## config.mk

```make
export PLATFORM = sky130hd
export DESIGN_NAME = collision_recovery_ctrl
export DESIGN_NICKNAME = d
export VERILOG_FILES = /design/src/rtl/collision_ctrl_pkg.sv /design/src/rtl/phase_timer.sv /design/src/rtl/collision_recovery_ctrl.sv
export SDC_FILE = /design/constraint.sdc
export NUM_CORES = 1
export LEC_CHECK = 0
export ABC_AREA = 1
export CAP_MARGIN = 10
export CORE_MARGIN = 4
export CORE_UTILIZATION = 25
export CTS_BUF_LIST = sky130_fd_sc_hd__clkbuf_4 sky130_fd_sc_hd__clkbuf_8
export DETAILED_ROUTE_END_ITERATION = 10
export SYNTH_ARGS = -nofsm -noshare
export SYNTH_HDL_FRONTEND = slang
export SYNTH_SLANG_ARGS = --single-unit
```

## constraint.sdc

```tcl
create_clock -name clk -period 2.1 [get_ports clk]
set_input_delay 0.42 -clock clk [delete_from_list [all_inputs] [get_ports clk]]
set_output_delay 0.42 -clock clk [all_outputs]
set_load 0.005 [all_outputs]
```

## src/rtl/collision_ctrl_pkg.sv

```systemverilog
// Shared encodings for the collision recovery sequencer and its collision detector.
package collision_ctrl_pkg;

    // State encoding, also exported on state_o for LEDs/debug
    typedef enum logic [2:0] {
        StIdle    = 3'd0,
        StDrive   = 3'd1,
        StBrake   = 3'd2,
        StReverse = 3'd3,
        StTurn    = 3'd4,
        StSettle  = 3'd5,
        StFault   = 3'd6
    } state_e;

    // Collision detector flag levels
    localparam logic ColDrive = 1'b1;
    localparam logic ColStop  = 1'b0;

    // Motor patterns, bit order {l_fwd, l_rev, r_fwd, r_rev}
    localparam logic [3:0] MotFwd  = 4'b1010;
    localparam logic [3:0] MotRev  = 4'b0101;
    localparam logic [3:0] MotPivR = 4'b1001;
    localparam logic [3:0] MotPivL = 4'b0110;
    localparam logic [3:0] MotOff  = 4'b0000;

    // Moore decode of a state into H-bridge lines; never fwd and rev on one motor
    function automatic logic [3:0] motor_pattern(state_e st, logic pivot_left);
        logic [3:0] pat;
        pat = MotOff;
        case (st)
            StDrive:   pat = MotFwd;
            StReverse: pat = MotRev;
            StTurn:    pat = pivot_left ? MotPivL : MotPivR;
            default:   pat = MotOff;
        endcase
        return pat;
    endfunction

endpackage

```

## src/rtl/phase_timer.sv

```systemverilog
// Up-counter with synchronous clear and a done flag against a runtime terminal value.
module phase_timer #(
    parameter int unsigned TIMER_W = 28
) (
    input  logic               clk,
    input  logic               rst,
    input  logic               clr_i,
    input  logic               en_i,
    input  logic [TIMER_W-1:0] limit_i,
    output logic               done_o
);

    logic [TIMER_W-1:0] cnt_q;

    // Count enabled cycles; clear wins over count
    always_ff @(posedge clk) begin
        if (rst || clr_i) begin
            cnt_q <= '0;
        end else if (en_i) begin
            cnt_q <= cnt_q + TIMER_W'(1);
        end
    end

    // limit_i is N-1, so a phase of N cycles ends on its last cycle
    assign done_o = en_i && (cnt_q == limit_i);

endmodule

```

## src/rtl/collision_recovery_ctrl.sv

```systemverilog
// Motion sequencer: drive forward, and on collision brake/reverse/pivot/settle,
// escalating to a latched fault after too many collisions inside a DRIVE window.
module collision_recovery_ctrl
    import collision_ctrl_pkg::*;
#(
    parameter int unsigned BRAKE_CYCLES   = 5_000_000,
    parameter int unsigned REVERSE_CYCLES = 25_000_000,
    parameter int unsigned TURN_CYCLES    = 15_000_000,
    parameter int unsigned SETTLE_CYCLES  = 2_500_000,
    // A 2-bit saturating count can only exceed 2, so 2 is the largest usable value
    parameter int unsigned MAX_RETRIES    = 2,
    parameter int unsigned WINDOW_CYCLES  = 250_000_000,
    parameter int unsigned TIMER_W        = 28
) (
    input  logic       clk,
    input  logic       rst,
    input  logic       enable,
    input  logic       col_ok,
    output logic       l_fwd,
    output logic       l_rev,
    output logic       r_fwd,
    output logic       r_rev,
    output logic       fault,
    output logic [2:0] state_o,
    output logic [1:0] retry_cnt
);

    if (MAX_RETRIES > 2) begin : g_bad_retries
        $error("MAX_RETRIES must be <= 2 so a 2-bit retry count can exceed it");
    end
    if (BRAKE_CYCLES == 0 || REVERSE_CYCLES == 0 || TURN_CYCLES == 0 ||
        SETTLE_CYCLES == 0 || WINDOW_CYCLES == 0) begin : g_bad_zero
        $error("all *_CYCLES parameters must be at least 1");
    end
    if (TIMER_W < 32 && (((BRAKE_CYCLES - 1) >> TIMER_W) != 0 ||
        ((REVERSE_CYCLES - 1) >> TIMER_W) != 0 || ((TURN_CYCLES - 1) >> TIMER_W) != 0 ||
        ((SETTLE_CYCLES - 1) >> TIMER_W) != 0 ||
        ((WINDOW_CYCLES - 1) >> TIMER_W) != 0)) begin : g_bad_width
        $error("TIMER_W too narrow for the configured cycle counts");
    end

    localparam logic [1:0] MaxRetry = 2'(MAX_RETRIES);

    state_e             state_q, state_d;
    logic [1:0]         retry_q;
    logic               turn_dir_q, pivot_left_q, fault_q;
    logic [3:0]         motor_q;
    logic [TIMER_W-1:0] ph_limit;
    logic               ph_done, ph_en, ph_clr;
    logic               win_done, win_en, win_clr;
    logic               collision;

    // Terminal count for the timed state currently occupied
    always_comb begin
        ph_limit = '0;
        case (state_q)
            StBrake:   ph_limit = TIMER_W'(BRAKE_CYCLES - 1);
            StReverse: ph_limit = TIMER_W'(REVERSE_CYCLES - 1);
            StTurn:    ph_limit = TIMER_W'(TURN_CYCLES - 1);
            StSettle:  ph_limit = TIMER_W'(SETTLE_CYCLES - 1);
            default:   ph_limit = '0;
        endcase
    end

    assign ph_en  = (state_q == StBrake) || (state_q == StReverse) ||
                    (state_q == StTurn) || (state_q == StSettle);
    assign ph_clr = (state_d != state_q);

    // Window restarts on every BRAKE entry and on its own expiry
    assign win_en  = enable && (state_q == StDrive);
    assign win_clr = ((state_d == StBrake) && (state_q != StBrake)) || win_done;

    // A collision is a stop flag in DRIVE or at the end of SETTLE
    assign collision = enable && (col_ok == ColStop) &&
                       ((state_q == StDrive) || ((state_q == StSettle) && ph_done));

    // Next-state logic; enable=0 overrides every timed transition
    always_comb begin
        state_d = state_q;
        if (!enable) begin
            state_d = StIdle;
        end else begin
            case (state_q)
                StIdle:    state_d = StDrive;
                StDrive:   if (col_ok == ColStop) state_d = StBrake;
                StBrake:   if (ph_done) state_d = (retry_q > MaxRetry) ? StFault : StReverse;
                StReverse: if (ph_done) state_d = StTurn;
                StTurn:    if (ph_done) state_d = StSettle;
                StSettle:  if (ph_done) state_d = (col_ok == ColDrive) ? StDrive : StBrake;
                StFault:   state_d = StFault;
                default:   state_d = StIdle;
            endcase
        end
    end

    // State, retry bookkeeping and registered Moore outputs
    always_ff @(posedge clk) begin
        if (rst) begin
            state_q      <= StIdle;
            retry_q      <= 2'd0;
            turn_dir_q   <= 1'b0;
            pivot_left_q <= 1'b0;
            fault_q      <= 1'b0;
            motor_q      <= MotOff;
        end else begin
            state_q <= state_d;
            fault_q <= (state_d == StFault);
            // pivot_left_q is never updated on a TURN entry, so the old value is current
            motor_q <= motor_pattern(state_d, pivot_left_q);
            if (!enable && (state_q == StFault)) begin
                retry_q <= 2'd0;
            end else if (collision) begin
                // Collision beats a same-cycle window expiry
                retry_q      <= (retry_q == 2'd3) ? 2'd3 : retry_q + 2'd1;
                pivot_left_q <= turn_dir_q;
                turn_dir_q   <= ~turn_dir_q;
            end else if (win_done) begin
                retry_q <= 2'd0;
            end
        end
    end

    phase_timer #(.TIMER_W(TIMER_W)) u_phase_timer (
        .clk     (clk),
        .rst     (rst),
        .clr_i   (ph_clr),
        .en_i    (ph_en),
        .limit_i (ph_limit),
        .done_o  (ph_done)
    );

    phase_timer #(.TIMER_W(TIMER_W)) u_window_timer (
        .clk     (clk),
        .rst     (rst),
        .clr_i   (win_clr),
        .en_i    (win_en),
        .limit_i (TIMER_W'(WINDOW_CYCLES - 1)),
        .done_o  (win_done)
    );

    assign {l_fwd, l_rev, r_fwd, r_rev} = motor_q;
    assign fault     = fault_q;
    assign state_o   = state_q;
    assign retry_cnt = retry_q;

endmodule

```

==> results.md <==
| Step | Quantity | This run |
|:---|:---|:---|
| hold path | Classification of the worst-slack hold path | flip-flop to flip-flop |
| critical path | Setup CP Type | flip-flop to flip-flop |
| synthesis | Flip-flop and latch count after synthesis | 68 |
| place | Cell area reported after detailed placement | 5096 um2 |
| clock tree | Inserted Clock Buffers | 9 |
| synthesis | Total number of yosys warnings | 0 |
| clock tree | Clk_lat worst skew | 0.36 ns |
| grt | Global-route total usage across every layer | 11.20% |
| critical path | Worst Path Max Fanout | 8 |
| cells and area | Final Cell Area | 5941 um2 |
| floorplanning | Initial core utilization | 25.76% |
| cells and area | Final core utilization | 38.65% |
| status | Failing checks | negative setup slack |
| timing | Period Utilization, post-route | 119.8% |
| route | Number of remaining DRC errors | 0 |
| status | Result of the run | complete, but fails checks |
| critical path | Data required time of the critical path | 2.39 ns |
| route | Average detailed-routed wire length per instance | 11.20 um |
| timing | Worst path setup slack after routing | -0.4154 ns |
| route | Number of antenna-violating nets in the routed design | 0 |
| floorplanning | Die outline width | 133.9 um |
| synthesis | Count of mapped cells out of synthesis | 580 |
| route | Via count | 3934 |
| pwr | Fraction of power consumed by combinational cells | 10.4% |
| synthesis | Register area share after synthesis | 34.38% |
| clock tree | H-tree levels | 3 |
| grt | First-pass GRT wire length | 16600 um |
| pwr | Internal Pwr Total | 0.001992 W |
| clock tree | Clock tree from TritonCTS | built |
| timing | Worst max-slew margin expressed relative to the limit | 68.10% |
| pwr | Switching fraction of total power | 24.72% |
| synthesis | Synth cell types | 43 |
| place | Number of I/O port buffers | 13 |
| grt | Via count of the first global-routing pass | 3664 |
| timing | Upper clock frequency limit | 0.3976 GHz |
| synthesis | Net count of the mapped netlist | 586 |
| floorplanning | Die span in y | 133.9 um |
| route | Drt first-iter violations | 224 |
| grt | Maximum number of pins on one net before global-route repair | 15 |
| route | Vias per cell | 4.253 |
| clock tree | Buffers from clock root to sink, at most | 2 |
| pwr | Net Switching | 0.0006540 W |
| pwr | Cell leakage power | 2.427 nW |
| floorplanning | Number of placement rows | 45 |
| timing | Setup repair after global routing missed its margin | true |
| cells and area | Total of fill cells in the finished design | 1574 |
| pwr | Peak VDD IR | 0.2533 mV |
| synthesis | Predominant post-synthesis flop cell | dfxtp_1 |
| route | Total routed wirelength | 10360 um |
| synthesis | Syn_area_per_cell | 6.828 um2 |
| pwr | Power per standard cell area | 445.4 nW/um2 |
| timing | Final Max Tran Viols | 0 |
| timing | Post-layout min period | 2.515 ns |
| cells and area | Area growth from synthesis to layout | 50.02% |
| clock tree | Clock root buffer | clkbuf_8 |
| clock tree | Clock transition time at the flip-flop clock pins of the worst setup and hold paths | 0.07 ns |
| cells and area | Fraction of final layout cells sized beyond drive strength 1 | 38.52% |
| pwr | Clock network fraction of design power | 40.3% |
| synthesis | Combined area of all synthesized cells | 3960 um2 |
| synthesis | Post-synthesis async set-or-reset flop share | 0% |
| place | Placed wire-length estimate after detailed placement | 7460 um |
| clock tree | Sinks on Clock Net | 68 |
| timing | Setup-failing EPs final | 67 |
| place | Weighted congestion at the end of routability-driven global placement | 0.8471 |
| synthesis | EDFF count, synth | 0 |
| floorplanning | Placeable core area | 15370 um2 |
| grt | Total gr overflow | 0 |
| timing | Slew of the pin with the lowest slew margin | 0.4748 ns |
| timing | Post-Route Skew | 0.01652 ns |
| grt | Antenna violations before repair | 0 |
| route | First drt pass iteration count | 4 |
| critical path | Kind of capture point of the worst setup path | flip-flop |
| critical path | Launching element type of the critical path | flip-flop |
| pwr | Sequential cell fraction of total power | 49.3% |
| job | Number of max-cap violations | 0 |
| floorplanning | Die ar. | 17920 um2 |
| timing | Final count of hold timing violations | 0 |
| floorplanning | IO Pins | 14 |
| cells and area | # nets final | 716 |
| critical path | Critical path data arrival time | 2.81 ns |
| cells and area | Ant. Diodes | 0 |
==> through the flow <==
step           hold slack [ns]  setup slack, ns  total power, W  setup TNS (ns)  std cells
2_1_floorplan           0.4514          -0.1896        0.001461          -5.630        580
3_3_place_gp            0.4694          -0.4306        0.001538          -23.84        895
3_5_place_dp            0.4665          -0.4399        0.001538          -23.95        895
4_1_cts                 0.4796          -0.4003        0.002644          -19.98        914
5_1_grt                 0.5208          -0.6131        0.002770          -31.52        925
6_report                0.4967          -0.4154        0.002646          -19.50        925
==> layer usage <==
metal / track usage (%) / wire, um
met5: 0 / 0
met4: 3.086 / 77
met3: 2.626 / 304
met2: 17.71 / 4952
met1: 15.32 / 5029
==> power by group through the flow <==
stage	registers, W	clock network (W)	logic (W)
6_report	0.00130	0.00107	0.000276
4_1_cts	0.00130	0.00111	0.000228
5_1_grt	0.00130	0.00117	0.000297
2_1_floorplan	0.00133	0	0.000130
3_3_place_gp	0.00134	0	0.000202
3_5_place_dp	0.00134	0	0.000202
==> layout by cell type (no fill, tap or decap), drive strengths merged <==
cell type,netlist,layout
clkdlybuf4s50,0,13
dfxtp,68,68
ha,2,2
and3,1,1
nor3,19,19
a211oi,1,1
clkinv,1,3
bufinv,0,1
o22ai,1,1
nor2,109,109
nor3b,3,3
inv,78,78
nor4,7,7
clkbuf,5,14
or2,1,1
nand3b,2,2
buf,6,114
nand4,21,21
a31oi,1,1
xor2,30,30
nand3,41,41
a21boi,1,1
nand2,147,147
nand2b,1,1
clkinvlp,0,1
o21a,1,1
o21ai,7,7
xnor2,9,9
a21oi,16,16
o211ai,1,1
==> flip-flops by register name, indices dropped and copies added (netlist names) <==
signal                count
fault                     1
motor_q                   4
pivot_left_q              1
retry_cnt                 2
state_o                   3
turn_dir_q                1
u_phase_timer.cnt_q      28
u_window_timer.cnt_q     28
==> kinds of logic (layout without fill, tap and decap cells) <==
group	after synthesis	count (layout)	share of synthesized area (%)
xor+xnor	39	39	8.626
buf+inv	90	224	10.46
fa+ha+maj	2	2	0.6318
simple gates	352	352	41.83
flops	68	68	34.38
compound gates	29	29	4.076
==> worst paths after layout <==
| kind | start | end | slack [ns] | depth (start not counted) |
|---|---|---|---|---|
| setup / recovery | state_o[2] | u_phase_timer.cnt_q[3] | -0.42 | 21 |
| hold reg to reg | u_window_timer.cnt_q[1] | u_window_timer.cnt_q[1] | 0.50 | 2 |
| hold / removal | u_window_timer.cnt_q[1] | u_window_timer.cnt_q[1] | 0.50 | 2 |
| setup reg to reg | state_o[2] | u_phase_timer.cnt_q[3] | -0.42 | 21 |
==> worst max-delay path: stages, from the launching register on <==
cell	delay, ns
dfxtp_4	0.40
inv_6	0.09
nand3_4	0.11
buf_6	0.14
nand2_1	0.05
nand2_1	0.05
nor2_1	0.11
nand2_1	0.10
inv_1	0.06
nand2_1	0.05
nor2_2	0.11
nand2_2	0.08
nor2_4	0.14
nand4_1	0.09
nand2_1	0.09
nand2_2	0.06
nand2_1	0.06
nand2_1	0.05
nor2_2	0.13
nand3_4	0.18
buf_8	0.20
nor2_2	0.09
==> synthesized netlist by cell type, types with 2 or more instances <==
library cell	count	area share [%]
buf_6	3	0.85
nor2_2	23	3.6
clkbuf_8	3	1.0
nand3b_1	2	0.38
inv_1	75	7.1
nor2_1	83	7.9
xor2_1	30	6.6
nand3_1	36	4.5
xnor2_1	9	2.0
nor3b_1	3	0.57
dfxtp_1	68	34
o21ai_0	6	0.76
clkbuf_1	2	0.19
nor3_1	18	2.3
a21oi_1	15	1.9
nand4_1	21	3.3
nand2_2	9	1.4
nand3_2	4	1.0
inv_2	2	0.19
nand2_1	136	13
ha_1	2	0.63
nor2_4	2	0.57
nand2_4	2	0.57
nor4_1	7	1.1
==> final cells by class <==
cell class,instances,area [um2],share of cell area (%)
Clock buffer,11,138.9,2.338
Sequential cell,68,1373,23.10
Tap cell,211,264.0,4.444
Clock inverter,4,51.30,0.8635
Multi-Input combinational cell,422,2630,44.27
Timing Repair Buffer,130,1175,19.78
Inverter,79,309.0,5.202
==> repair_timing <==
action                     CTS  global route
cloned                       1             3
pin swaps                   13            30
setup endpoints to repair   68            68
resized for setup           30            98
setup buffers                4            10
hold buffers                 0             0
Power figures use the tool's default switching activity.
==> patch (same settings) <==
Make the reset (`rst`) asynchronous in one clocked block.
--- a/src/rtl/collision_recovery_ctrl.sv
+++ b/src/rtl/collision_recovery_ctrl.sv
@@ -94,7 +94,7 @@
     end
 
     // State, retry bookkeeping and registered Moore outputs
-    always_ff @(posedge clk) begin
+    always_ff @(posedge clk or posedge rst) begin
         if (rst) begin
             state_q      <= StIdle;
             retry_q      <= 2'd0;
Function: differs if rst is asserted again (counterexample within 4 cycles, from zero or initial values and one cycle with rst high); with rst held inactive, the same outputs for 10 cycles.
==> patch against the unedited design <==
The flow still finishes with violations (setup timing). Cell area increased by 5.4%. Sequential cell count unchanged. Non-clock buffer count rose by 7. Worst setup slack worse by 0.12 ns. Via count rose by 1.3%. Clock skew fell by 0.0039 ns. Synthesized cell count down 4.1%. Routed wire length up 8.3%. Area after synthesis is 8.2% higher.
Power is not compared: it rests on default switching activity, and its combinational part moved more than twofold at a synthesized area within 25%.
==> patch: results (changes against the unedited design) <==
| Metric | Value |
|---|---|
| DR WL/cell | `12.19 µm (+8.8%)` |
| H-tree levels | `3 (unchanged)` |
| Initial antenna violation count | `0 (unchanged)` |
| Gpl congestion | `0.8826 (+4.2%)` |
| Seq/Total Area, Yosys | `33.19% (-1.2 points)` |
| Final Setup Violations | `68 (+1.5%)` |
| Final worst slack | `-0.5389 ns (-0.1235 ns)` |
| Critical path arrival | `2.93 ns (+0.12 ns)` |
| Post-DP Area | `5490 µm² (+7.7%)` |
| DRT iter0 DRCs | `210 (-6.3%)` |
| First-pass GRT wire length | `18260 µm (+10%)` |
| Area leader, netlist | `dfxtp_1` |
| Dominant cells by area after synthesis | `dfxtp_1 26%, nand2_1 11%, xor2_1 7.4%` |
| Top cells by count, synth | `126 x nand2_1, 67 x inv_1, 56 x dfxtp_1, 54 x nor2_1, 38 x nand3_1` |
| Failing checks | `setup timing` |
| Clock Skews | `0.01259 ns (-0.003921 ns)` |
| Crit path max fanout | `7 (-1)` |
| Ratio of cells with drive above 1 in the final layout | `37.80% (-0.71 points)` |
| LEAKAGE | `0.002568 µW` |
| Max_slew headroom | `77.53% (+9.4 points)` |
| Top Registers | `u_phase_timer.cnt_q x28, u_window_timer.cnt_q x28, motor_q x4` |
| Int Pwr | `2726 µW` |
| Post-synthesis net count | `562 (-4.1%)` |
| Worst hold path type | `in -> async` |
| Place WS | `-0.4828 ns (-0.04286 ns)` |
| Asr flop ratio synth | `17.65% (+18 points)` |
| Yosys cell types | `35 (-19%)` |
| Total track usage | `11.54% (+0.33 points)` |
| First drt pass iteration count | `5 (+1)` |
| Largest net degree at the start of global routing | `14 (-1)` |
| Run status | `finished, violations left` |
| Yosys warns | `0 (unchanged)` |
| Detailed Place HPWL | `8164 µm (+9.4%)` |
| DR vias/cell | `4.326 (+1.7%)` |
| Antenna cells | `0 (unchanged)` |
| Final #Nets | `702 (-2.0%)` |
| Vias in the first global route | `3795 (+3.6%)` |
-- patch: cell types whose count changed after synthesis, moves of 6 or more --
cell and delta:
nor2_4 +21, nand4_1 -8, xnor2_1 +7, nor3_2 +24, nor2_1 -29, nand2_1 -10
nor2_2 -20, inv_1 -8, nor3_1 +10, xor2_1 +6, a21oi_1 -14, dfxtp_1 -12
dfrtp_1 +12
-- patch: what timing repair did --
| item | CTS | global route |
|---|---|---|
| endpoints found under the setup margin | 69 | 68 |
| gates cloned | 1 | 4 |
| pin swaps | 5 | 28 |
| setup buffers | 7 | 7 |
| gates resized for setup | 20 | 59 |
-- patch: cell families (layout without fill, tap and decap cells) --
group	Yosys count	count (layout)	share of synthesized area [%]
AOI/OAI and AO/OA	13	13	1.724
xor gates and xnor gates	52	52	10.63
adders and majority gates	2	2	0.5842
buffers and inverters	81	225	9.261
DFF	68	68	33.19
muxes	1	1	0.2337
and+or+nand+nor	339	340	44.38
-- patch: layout make-up --
type	count	area (µm²)
inverter	72	292.8
clock inverter	5	83.83
timing repair buffer	137	1260
multi-input combinational	408	2776
fill	1705	10440
sequential	68	1423
clock buffer	11	151.4
tap	220	275.3
-- patch: final timing paths --
path / startpoint / end / slack (ns) / cells past startpoint
worst min-delay path: rst / fault / 0.28 / 2
worst max-delay path: state_o[2] / u_phase_timer.cnt_q[18] / -0.54 / 20
worst min register to register: turn_dir_q / turn_dir_q / 0.51 / 1
min in group clk: turn_dir_q / turn_dir_q / 0.51 / 1
worst max register to register: state_o[2] / u_phase_timer.cnt_q[18] / -0.54 / 20
max in group asynchronous: rst / state_o[1] / 1.37 / 3
-- patch: power groups by stage --
stage	registers (µW)	logic [µW]	clock network (µW)
floorplan	1430	682	0
global placement	1440	1070	0
detailed placement	1440	1070	0
CTS	1410	1150	1320
global route	1430	1510	1380
finish	1420	1400	1280
-- patch: per-layer routing --
metal | share of wire, % | track usage [%]
met1 | 47 | 15.19
met2 | 48 | 18.44
met3 | 3.8 | 2.345
met4 | 1.8 | 4.840
met5 | 0 | 0
-- patch: worst max-delay path, stage by stage, from the launching register on --
cell and delay (ns):
dfrtp_1 0.40, buf_12 0.15, inv_8 0.06, nand3_4 0.14, buf_4 0.18, nand3_2 0.10
nand2_1 0.06, nand2_1 0.06, nand2_1 0.08, nor2_4 0.16, nand3_2 0.11, nand2_1 0.08
nand2_1 0.06, nor2_2 0.13, nand2_2 0.08, nand2_2 0.08, nand2_2 0.05, nand2_2 0.07
nand3_4 0.16, clkbuf_16 0.23, nor3_4 0.10
-- patch: metrics by stage --
step | total power [µW] | TNS (ns) | cells
after floorplan | 2109 | -9.478 | 556
after global placement | 2511 | -29.52 | 886
after detailed placement | 2513 | -29.47 | 886
after CTS | 3886 | -22.99 | 910
after global routing | 4327 | -42.05 | 921
final | 4101 | -31.01 | 921
